## config.mk

```make
export PLATFORM = sky130hd
export DESIGN_NAME = axi_rw_arbiter
export DESIGN_NICKNAME = d
export VERILOG_FILES = /design/src/rtl/axi_rw_arbiter.sv
export SDC_FILE = /design/constraint.sdc
export NUM_CORES = 1
export LEC_CHECK = 0
export BUFFER_PORTS_ARGS = -buffer_cell sky130_fd_sc_hd__buf_2
export CORE_AREA = 2 2 205 207
export DETAILED_ROUTE_END_ITERATION = 12
export DIE_AREA = 0 0 207 209
export PLACE_DENSITY = 0.57
export SLEW_MARGIN = 30
export SYNTH_ARGS = -nofsm -noshare
export SYNTH_HDL_FRONTEND = slang
export SYNTH_SLANG_ARGS = --single-unit
```

## constraint.sdc

```tcl
create_clock -name clk -period 2.5 [get_ports clk]
set_clock_uncertainty 0.2 [all_clocks]
set_input_delay 0.5 -clock clk [delete_from_list [all_inputs] [get_ports clk]]
set_output_delay 0.5 -clock clk [all_outputs]
set_load 0.05 [all_outputs]
```

## src/rtl/axi_rw_arbiter.sv

```systemverilog
// -----------------------------------------------------------------------------
// axi_rw_arbiter
//   Shares the core's single AXI4 master port between the instruction-fetch
//   requester (IF, read only) and the memory-stage requester (MEM, read or
//   write). One single-beat transaction is in flight at a time; the granted
//   requester receives a one-cycle done pulse (plus read data for reads).
//
// Ports
//   clk, rst                 rising-edge clock, synchronous active-high reset
//   if_req/if_addr           IF read request (level, held until if_done)
//   if_rdata/if_done         IF read data, valid with the if_done pulse
//   mem_rreq/mem_wreq        MEM read / write request (level, held until mem_done)
//   mem_addr/mem_wdata/
//   mem_wstrb                MEM address, write data, byte strobes
//   mem_rdata/mem_done       MEM read data, valid with the mem_done pulse
//   resp_err                 pulses with a done pulse when rresp/bresp != OKAY
//   stallreq_for_cache       pipeline hold while any request is outstanding
//   ar*/r*/aw*/w*/b*         AXI4 master channels (single beat, INCR burst)
// -----------------------------------------------------------------------------
module axi_rw_arbiter #(
   parameter int ADDR_W = 32,
   parameter int DATA_W = 64,
   parameter int ID_W   = 4,
   parameter int IF_ID  = 0,
   parameter int MEM_ID = 1
) (
   input  logic                clk,
   input  logic                rst,
   // IF requester
   input  logic                if_req,
   input  logic [ADDR_W-1:0]   if_addr,
   output logic [DATA_W-1:0]   if_rdata,
   output logic                if_done,
   // MEM requester
   input  logic                mem_rreq,
   input  logic                mem_wreq,
   input  logic [ADDR_W-1:0]   mem_addr,
   input  logic [DATA_W-1:0]   mem_wdata,
   input  logic [DATA_W/8-1:0] mem_wstrb,
   output logic [DATA_W-1:0]   mem_rdata,
   output logic                mem_done,
   // status
   output logic                resp_err,
   output logic                stallreq_for_cache,
   // AXI AR
   output logic                arvalid,
   input  logic                arready,
   output logic [ADDR_W-1:0]   araddr,
   output logic [ID_W-1:0]     arid,
   output logic [7:0]          arlen,
   output logic [2:0]          arsize,
   output logic [1:0]          arburst,
   // AXI R
   input  logic                rvalid,
   output logic                rready,
   input  logic [DATA_W-1:0]   rdata,
   input  logic [1:0]          rresp,
   input  logic                rlast,
   input  logic [ID_W-1:0]     rid,
   // AXI AW
   output logic                awvalid,
   input  logic                awready,
   output logic [ADDR_W-1:0]   awaddr,
   output logic [ID_W-1:0]     awid,
   output logic [7:0]          awlen,
   output logic [2:0]          awsize,
   output logic [1:0]          awburst,
   // AXI W
   output logic                wvalid,
   input  logic                wready,
   output logic [DATA_W-1:0]   wdata,
   output logic [DATA_W/8-1:0] wstrb,
   output logic                wlast,
   // AXI B
   input  logic                bvalid,
   output logic                bready,
   input  logic [1:0]          bresp,
   input  logic [ID_W-1:0]     bid
);

   localparam logic [2:0] S_IDLE = 3'd0;
   localparam logic [2:0] S_AR   = 3'd1;
   localparam logic [2:0] S_R    = 3'd2;
   localparam logic [2:0] S_AW_W = 3'd3;
   localparam logic [2:0] S_B    = 3'd4;
   localparam logic [2:0] S_DONE = 3'd5;

   localparam logic [2:0]      AXI_SIZE   = 3'($clog2(DATA_W/8));
   localparam logic [1:0]      BURST_INCR = 2'b01;
   localparam logic [ID_W-1:0] IF_ID_V    = ID_W'(IF_ID);
   localparam logic [ID_W-1:0] MEM_ID_V   = ID_W'(MEM_ID);

   logic [2:0]          state, state_nxt;
   logic                owner_mem;     // 1: MEM owns the transaction, 0: IF
   logic [ADDR_W-1:0]   addr_q;
   logic [DATA_W-1:0]   wdata_q;
   logic [DATA_W/8-1:0] wstrb_q;
   logic                err_q;
   logic                aw_acc, w_acc; // channel already handshaken in AW_W
   logic [DATA_W-1:0]   if_rdata_q, mem_rdata_q;

   logic mem_any;
   logic aw_ok, w_ok;

   assign mem_any = mem_rreq | mem_wreq;
   // A channel counts as finished if it was accepted earlier or is being accepted now.
   assign aw_ok   = aw_acc | awready;
   assign w_ok    = w_acc  | wready;

   // ---------------------------------------------------------------- next state
   always_comb begin
      // NOTE: default assignment first so no path through the case leaves
      // state_nxt unassigned and infers a latch.
      state_nxt = state;
      case (state)
         S_IDLE: begin
            // MEM is the older instruction: it must never wait behind fetch.
            if (mem_wreq)                 state_nxt = S_AW_W;
            else if (mem_rreq || if_req)  state_nxt = S_AR;
         end
         S_AR:   if (arready)            state_nxt = S_R;
         S_R:    if (rvalid && rlast)    state_nxt = S_DONE;
         S_AW_W: if (aw_ok && w_ok)      state_nxt = S_B;
         S_B:    if (bvalid)             state_nxt = S_DONE;
         S_DONE:                         state_nxt = S_IDLE;
         default:                        state_nxt = S_IDLE;
      endcase
   end

   // ---------------------------------------------------------------- registers
   always_ff @(posedge clk) begin
      if (rst) begin
         // NOTE: the latched address/data and read-data registers are reset as
         // well, because their values are visible on the ports right after reset.
         state       <= S_IDLE;
         owner_mem   <= 1'b0;
         addr_q      <= '0;
         wdata_q     <= '0;
         wstrb_q     <= '0;
         err_q       <= 1'b0;
         aw_acc      <= 1'b0;
         w_acc       <= 1'b0;
         if_rdata_q  <= '0;
         mem_rdata_q <= '0;
      end else begin
         // NOTE: non-blocking assignments throughout, so every register here
         // is computed from pre-edge values regardless of statement order.
         state <= state_nxt;
         case (state)
            S_IDLE: begin
               if (mem_any || if_req) begin
                  owner_mem <= mem_any;
                  addr_q    <= mem_any ? mem_addr : if_addr;
                  wdata_q   <= mem_wdata;
                  wstrb_q   <= mem_wstrb;
                  err_q     <= 1'b0;
                  aw_acc    <= 1'b0;
                  w_acc     <= 1'b0;
               end
            end
            S_R: begin
               if (rvalid && rlast) begin
                  if (owner_mem) mem_rdata_q <= rdata;
                  else           if_rdata_q  <= rdata;
                  err_q <= |rresp;
               end
            end
            S_AW_W: begin
               if (awready) aw_acc <= 1'b1;
               if (wready)  w_acc  <= 1'b1;
            end
            S_B: begin
               if (bvalid) err_q <= |bresp;
            end
            default: ;
         endcase
      end
   end

   // ---------------------------------------------------------------- outputs
   // Valids decode from registered state, so they and their latched payload
   // cannot change until the handshake moves the FSM on.
   assign arvalid = (state == S_AR);
   assign araddr  = addr_q;
   assign arid    = owner_mem ? MEM_ID_V : IF_ID_V;
   assign arlen   = 8'd0;
   assign arsize  = AXI_SIZE;
   assign arburst = BURST_INCR;

   assign rready  = (state == S_R);

   assign awvalid = (state == S_AW_W) && !aw_acc;
   assign awaddr  = addr_q;
   assign awid    = MEM_ID_V;
   assign awlen   = 8'd0;
   assign awsize  = AXI_SIZE;
   assign awburst = BURST_INCR;

   assign wvalid  = (state == S_AW_W) && !w_acc;
   assign wdata   = wdata_q;
   assign wstrb   = wstrb_q;
   assign wlast   = 1'b1;

   assign bready  = (state == S_B);

   assign if_done   = (state == S_DONE) && !owner_mem;
   assign mem_done  = (state == S_DONE) &&  owner_mem;
   assign resp_err  = (state == S_DONE) &&  err_q;
   assign if_rdata  = if_rdata_q;
   assign mem_rdata = mem_rdata_q;

   // The done cycle releases the stall so the pipeline advances with the data.
   assign stallreq_for_cache = (if_req | mem_any) && (state != S_DONE);

   // Only one transaction is ever outstanding, so response IDs carry no information.
   logic unused_ids;
   assign unused_ids = ^{rid, bid};

endmodule

```

# Word-level counts from Yosys, hierarchy flattened
# Index checks and enable logic that the tools add are counted.
# word_totals
reg_bits,239
word_cells,71
input_bits,223
# op_classes
muxes,17
bitwise,5
n_reduce_logical,25
eq_ne,14
# op_table
operator,n
$mux W32,1
$mux W3,6
$pmux W3 S5,1
$reduce_and A3 Y1,4
$ne A2 B2 Y1 const B,5
$logic_and A1 B1 Y1,8
$eq A3 B2 Y1 const B,2
$eq A3 B3 Y1 const B,2
$mux W1,6
$ne A3 B3 Y1 const B,2
$reduce_and A5 Y1,1
$ne A2 B1 Y1 const B,2
$or A1 B1 Y1,4
$pmux W1 S2,2
$reduce_and A4 Y1,1
$reduce_or A2 Y1,2
$eq A3 B1 Y1 const B,1
$logic_not A1 Y1,3
$logic_not A3 Y1,1
$pmux W1 S3,1
$reduce_bool A3 Y1,1
$logic_or A1 B1 Y1,2
$reduce_and A2 Y1,1
$reduce_bool A2 Y1,1
$not A1 Y1,1

# Longest topological paths before layout
# Gate-level depths: netlist of the first run.
# depth
ltp_word,4
depth_mapped,7
mapped_depth_nobuf,4

# Worst setup path before layout of the first run
# No wires, ideal clock.
# synth_path
kind,register to output
start,reg state[0]
end,out if_done
path_slack_ns,-0.028
n_path_buf,1
path_stages_with_launch,4
required_time_ns,1.800
t_arrival_ns,1.828
cell_sequence,dfxtp_1 buf_2 inv_1 nor3_1
# synth_between
elab_chain_cells,2
# synth_rtl
item,line_no,text
"start, declared",93,"logic [2:0] state, state_nxt;"
"start signal, assigned",148,state <= state_nxt;
$eq A3 B3 Y1,206,assign if_done = (state == S_DONE) && !owner_mem;
$logic_and A1 B1 Y1,206,
"end, declared",33,"output logic if_done,"
# No other way between the ends.

# Final worst setup path of the first run
# layout_path
start,reg state[1]
end,out stallreq_for_cache
# layout_between
elab_chain_cells,2
# layout_rtl
item,line_no,text
$ne A3 B3 Y1,213,assign stallreq_for_cache = (if_req | mem_any) && (state != S_DONE);
$logic_and A1 B1 Y1,213,
"end, declared",44,"output logic stallreq_for_cache,"
# No other way between the ends.

==> results of run 1 <==
## how the worst min path moves through the flow
stage | endpoint | start | slack [ns]
finish | mem_rdata[3] | rdata[3] | 0.03
CTS | mem_rdata[3] | rdata[3] | 0.0005
global placement | if_rdata[39] | if_rdata[39] | 0.24
detailed placement | if_rdata[16] | if_rdata[16] | 0.24
global route | araddr[28] | if_addr[28] | 0.02
floorplan | aw_acc | aw_acc | 0.30
## per-stage QoR
stage,std cells,total power [uW]
4_1_cts,2299,17000
3_5_place_dp,2113,12400
5_1_grt,2299,17700
6_report,2299,16800
2_1_floorplan,1213,10900
3_3_place_gp,2113,12300
## repair_timing
item	CTS	global route
hold buffers	138	0
resized for setup	11	3
endpoints found under the hold margin	192	0
setup endpoints to repair	9	8
## area by class of cell
class                           instances  area share [%]
Sequential cell                       239            33.1
Timing Repair Buffer                  656            29.1
Multi-Input combinational cell        814            26.4
Clock buffer                           36            5.31
Tap cell                              539            4.65
Clock inverter                         12            1.37
Inverter                                3          0.0777
## cell usage in the layout (no fill, tap or decap), types with 2 or more instances in the layout
cell type	synthesis	final
bufinv_16	0	5
clkinv_2	0	4
and3_1	2	2
nor2b_1	2	2
dlygate4sd3_1	0	138
clkbuf_8	0	7
conb_1	2	34
clkbuf_16	0	27
nor3_1	4	3
nor3b_4	1	2
buf_2	16	481
nand2_1	439	438
a311oi_1	13	13
dfxtp_1	239	235
buf_12	0	12
inv_1	3	3
clkbuf_1	43	3
buf_4	72	24
nor3_2	1	2
dfxtp_2	0	2
a21oi_1	205	205
dfxtp_4	0	2
o21ai_0	35	35
a311oi_2	20	20
nor2_1	38	37
## sequential cells by signal, indices dropped and copies added (netlist names)
signal / cells
owner_mem: 1
aw_acc: 1
wstrb: 8
if_rdata: 64
wdata: 64
err_q: 1
state: 3
mem_rdata: 64
araddr: 32
w_acc: 1
## worst max-delay path, stage by stage, from the launching register on
cell and delay (ns):
dfxtp_2 0.42, buf_4 0.18, nor2b_1 0.06, a21oi_1 0.24
buf_4 0.25
## kinds of logic (layout without fill, tap and decap cells)
group                  Yosys count  count (layout)
DFF                            239             239
AOI/OAI and AO/OA              280             280
other                            2              34
buffers and inverters          160             707
and+or+nand+nor                499             499
muxes                            1               1
## power by group through the flow
stage | combinational, uW | sequential (uW) | clock, uW
5_1_grt | 7850 | 5160 | 4640
6_report | 7400 | 5070 | 4340
4_1_cts | 7460 | 5060 | 4460
3_3_place_gp | 7230 | 5090 | 0
3_5_place_dp | 7260 | 5120 | 0
2_1_floorplan | 3650 | 7280 | 0
## metal layers
layer	vias up	global-route usage, %
met5	-	0
met4	0	5.17
met3	59	3.55
met2	396	25.2
met1	4503	18.3
li1	4887	-
==> results.yml, run 1 <==
outcome:
  status: "complete, no violations"
detailed_routing:
  wire_per_inst_um: 14.7
  highest_layer: "met4"
  vias_per_cell: 4.28
  wl_met1_um: 14300
  drtPass1Iterations: 4
  wl_met2_um: 16100
  wl_um: 33900
  drtIter0Drc: 573
  vias: 9845
  post-route-drc-count: 0
  met3WireLength_um: 2530
  final_antenna_net_count: 0
grt:
  overflow: 0
  grt_pass1_vias: 9608
  antenna_found_initial: 1
  grt_pass1_wl_um: 52200
  grt.total_usage_pct: 14.8
  grt_max_degree: 65
logic_synthesis:
  ys_seq_area_share_pct: 50.2
  ys_types: 37
  yosys.area_share.adder_pct: 0
  synth_mux_area_share_pct: 0.105
  synthArstFlopShare_pct: 0
  syn_area_um2: 9540
  yosys-top-cells-count: "439 x nand2_1, 239 x dfxtp_1, 205 x a21oi_1"
  synth-xor-area-share_pct: 0
  synth_top_family_by_area: "simple AND/OR/NAND/NOR gates"
  synthCells: 1181
  synth_top_area_share_pct: 50.2
  synth-seq-cells: 239
  synth_edf_count: 0
  yosys_warnings: 0
  avgSynthCellArea_um2: 8.08
  synth_area_leaders: "dfxtp_1 50%, nand2_1 17%, a21oi_1 11%"
  yosys.area.top_type: "dfxtp_1"
  synth_most_common_cell: "nand2_1"
  synthSimpleGateAreaFrac_pct: 20.8
  synth_flop_cell: "dfxtp_1"
  synth_compound_area_share_pct: 17.5
clocking:
  cts_root_buffer: "clkbuf_16"
  cts.htree.levels: 1
  clk_latency_ns: 0.55
  cts_tree: "yes"
  postCtsSetupRepairBufs: 0
  numClockSinks: 239
  cts.path.max_buffers: 3
  cts-buffers-inserted: 27
  cts.clk_slew.worst_paths_ns: 0.07
placed_design:
  placed_cell_area_um2: 12100
  place_ws_ns: 0.284
  hpwlAfterDp_um: 22900
  portBuffers: 488
  gp_congestion: 0.815
power_and_ir_drop:
  switching_power_uw: 7740
  power_frac_comb_pct: 44.0
  power.share.clock_pct: 25.8
  sw_frac_of_total_pct: 46.0
  peakVddDrop_mv: 0.939
  power_density_nw_per_um2: 1160
  p_seq_share_pct: 30.1
  p_leak_uw: 0.00651
  intPower_uw: 9070
layout:
  fin_util_pct: 35.1
  nets: 1964
  layout.area.seq_um2: 4790
  fill_cells: 4203
  insertedDiodeCount: 0
  area.growth.synth_to_final_pct: 52.0
  fin_area_um2: 14500
  multi_input_area_um2: 3830
  drive_gt1_share_pct: 34.1
critical_path:
  path_class: "flop to primary output"
  cp-end-kind: "primary output"
  reg2reg_slack_ns: 0.49
  worstSetupStartpointType: "flop"
  startpoint: "state[1]"
  reg2regPathDepth: 5
  crit_path_end: "stallreq_for_cache"
  rr_startpoint: "state[1]"
  cp.required_ns: 1.80
  regToRegEndpoint: "mem_rdata[48]"
  crit_fanout: 6
  critPathArrivalTime_ns: 1.70
sta:
  drv_slew: 0
  fmax_mhz: 416
  hold_ws_ns: 0.0311
  post-route-period-util_pct: 96.2
  rsz0062_at_grt: "yes"
  final.setup.tns_ns: 0
  hold_viol_final: 0
  final-setup-viol-count: 0
  worst_pin_slew_ns: 0.648
  timing.final.ws_setup_ns: 0.0956
  slew_headroom_pct: 56.3
  finalCriticalPeriod_ns: 2.40
floorplan:
  die_w_um: 207
  coreArea_um2: 41300
  start_util_pct: 23.1
  ioPinCount: 531
  die_h_um: 209
  die-area_um2: 43300
  rows: 75
hold_path:
  hold_path_class: "input pin to flop"
  min_path_cells: 3
run:
  maxCapViolCount: 0
No activity file was read; power rests on OpenSTA's default activity.
==> run 2, diff against run 1 <==
- BUFFER_PORTS_ARGS: -buffer_cell sky130_fd_sc_hd__buf_2 -> -buffer_cell sky130_fd_sc_hd__buf_4
- MAX_ROUTING_LAYER: not set -> met4
==> results.yml, run 2 (synthesis results as in run 1) <==
detailed_routing:
  wire_per_inst_um: 15.4
  vias: 9996
  wl_um: 35700
  post-route-drc-count: 0
  drtPass1Iterations: 5
  drtIter0Drc: 506
  final_antenna_net_count: 0
  vias_per_cell: 4.32
layout:
  drive_gt1_share_pct: 34.3
  fin_area_um2: 15800
  layout_common_cells: "505 x buf_4, 438 x nand2_1, 239 x dfxtp_1"
  area.growth.synth_to_final_pct: 66.1
  nets: 1974
  insertedDiodeCount: 0
  final_common_cell: "buf_4"
power_and_ir_drop:
  power_density_nw_per_um2: 1120
  peakVddDrop_mv: 0.880
  p_leak_uw: 0.00675
  finalPower_uw: 17800
sta:
  timing.final.ws_setup_ns: 0.0871
  slew_headroom_pct: 53.1
  hold_viol_final: 0
  final-setup-viol-count: 0
  drv_slew: 0
  finalCriticalPeriod_ns: 2.41
  fmax_mhz: 414
  final.setup.tns_ns: 0
  post-route-period-util_pct: 96.5
  rsz0062_at_grt: "no"
  worst_pin_slew_ns: 0.696
placed_design:
  gp_congestion: 0.813
  portBuffers: 488
  placed_cell_area_um2: 13300
  place_ws_ns: 0.203
  hpwlAfterDp_um: 23700
clocking:
  cts.clk_slew.worst_paths_ns: 0.06
  cts-buffers-inserted: 29
  cts.htree.levels: 1
  cts_tree: "yes"
  cts.path.max_buffers: 3
  numClockSinks: 239
  cts_root_buffer: "clkbuf_16"
  clk_latency_ns: 0.55
floorplan:
  rows: 75
  die-area_um2: 43300
  ioPinCount: 531
  start_util_pct: 23.1
  coreArea_um2: 41300
  die_w_um: 207
  die_h_um: 209
grt:
  overflow: 0
  grt_pass1_wl_um: 54400
  grt_pass1_vias: 9789
  grt_max_degree: 73
  grt.total_usage_pct: 16.0
  antenna_found_initial: 0
critical_path:
  cp-end-kind: "primary output"
  worstSetupStartpointType: "flop"
  crit_fanout: 9
  critPathArrivalTime_ns: 1.71
  cpMaxStageDelayCell: "dfxtp_1"
  cp.required_ns: 1.80
  critPathBufInv: 2
  critPathTopFamily: "buffers and inverters"
  cp_cell_sequence: "buf_6 > nor2b_2 > a21oi_1 > buf_4"
  max_stage_delay_ns: 0.33
  path_class: "flop to primary output"
outcome:
  status: "complete, no violations"
hold_path:
  hold_path_class: "input pin to flop"
run:
  maxCapViolCount: 0
[run 2: cell count changes in the layout (fill, tap and decap cells not counted), sizes merged]
cell and delta:
buf +5, dlygate4sd3 +3, inv +1, clkbuf +1, bufinv +1, clkinv -2, clkinvlp +4
[run 2: timing repair]
action                                  CTS  global route
endpoints found under the setup margin    6             6
setup buffers                             1             2
endpoints found under the hold margin   192             0
pin swaps                                 0             1
hold buffers                            141             0
resized for setup                         8             8
[run 2: per-layer routing]
layer	wire, um	GRT usage (%)	up-vias
met1	15100	19.6	4640
met2	17200	26.3	389
li1	-	-	4908
met5	0	-	-
met3	2360	3.23	59
met4	1010	5.22	0
[run 2: power by group]
| part | switching (uW) | total [uW] | internal, uW |
|---|---|---|---|
| Clock | 1720 | 4540 | 2820 |
| Sequential | 502 | 5020 | 4520 |
| Combinational | 5690 | 8210 | 2520 |
| Total | 7910 | 17800 | 9860 |
[run 2: tightest hold or removal path, cell delays in order]
cell	delay, ns
buf_4	0.12
nand2_1	0.05
a21oi_1	0.05
[run 2: per-stage QoR]
| step | hold WS [ns] | cells | utilization (%) |
|---|---|---|---|
| 4_1_cts | 0.00214 | 2310 | 38.3 |
| 2_1_floorplan | 0.296 | 1213 | - |
| 3_3_place_gp | 0.242 | 2115 | 32.3 |
| 3_5_place_dp | 0.247 | 2115 | 32.3 |
| 6_report | 0.0263 | 2312 | 38.4 |
| 5_1_grt | 0.0211 | 2312 | 38.4 |
[run 2: final timing paths]
check / cells after the start / end / slack, ns / startpoint
worst max-delay path: 4 / stallreq_for_cache / 0.09 / state[2]
worst min-delay path: 3 / wdata[34] / 0.03 / mem_wdata[34]
worst max register to register: 7 / mem_rdata[11] / 0.30 / state[1]
worst min register to register: 2 / wdata[0] / 0.25 / wdata[0]
[run 2: area by class of cell]
type | instances | area, um^2
sequential | 239 | 4780
fill | 4140 | 25400
tap | 539 | 674
inverter | 3 | 11.3
timing repair buffer | 664 | 5500
clock inverter | 16 | 251
clock buffer | 37 | 776
multi-input combinational | 814 | 3850
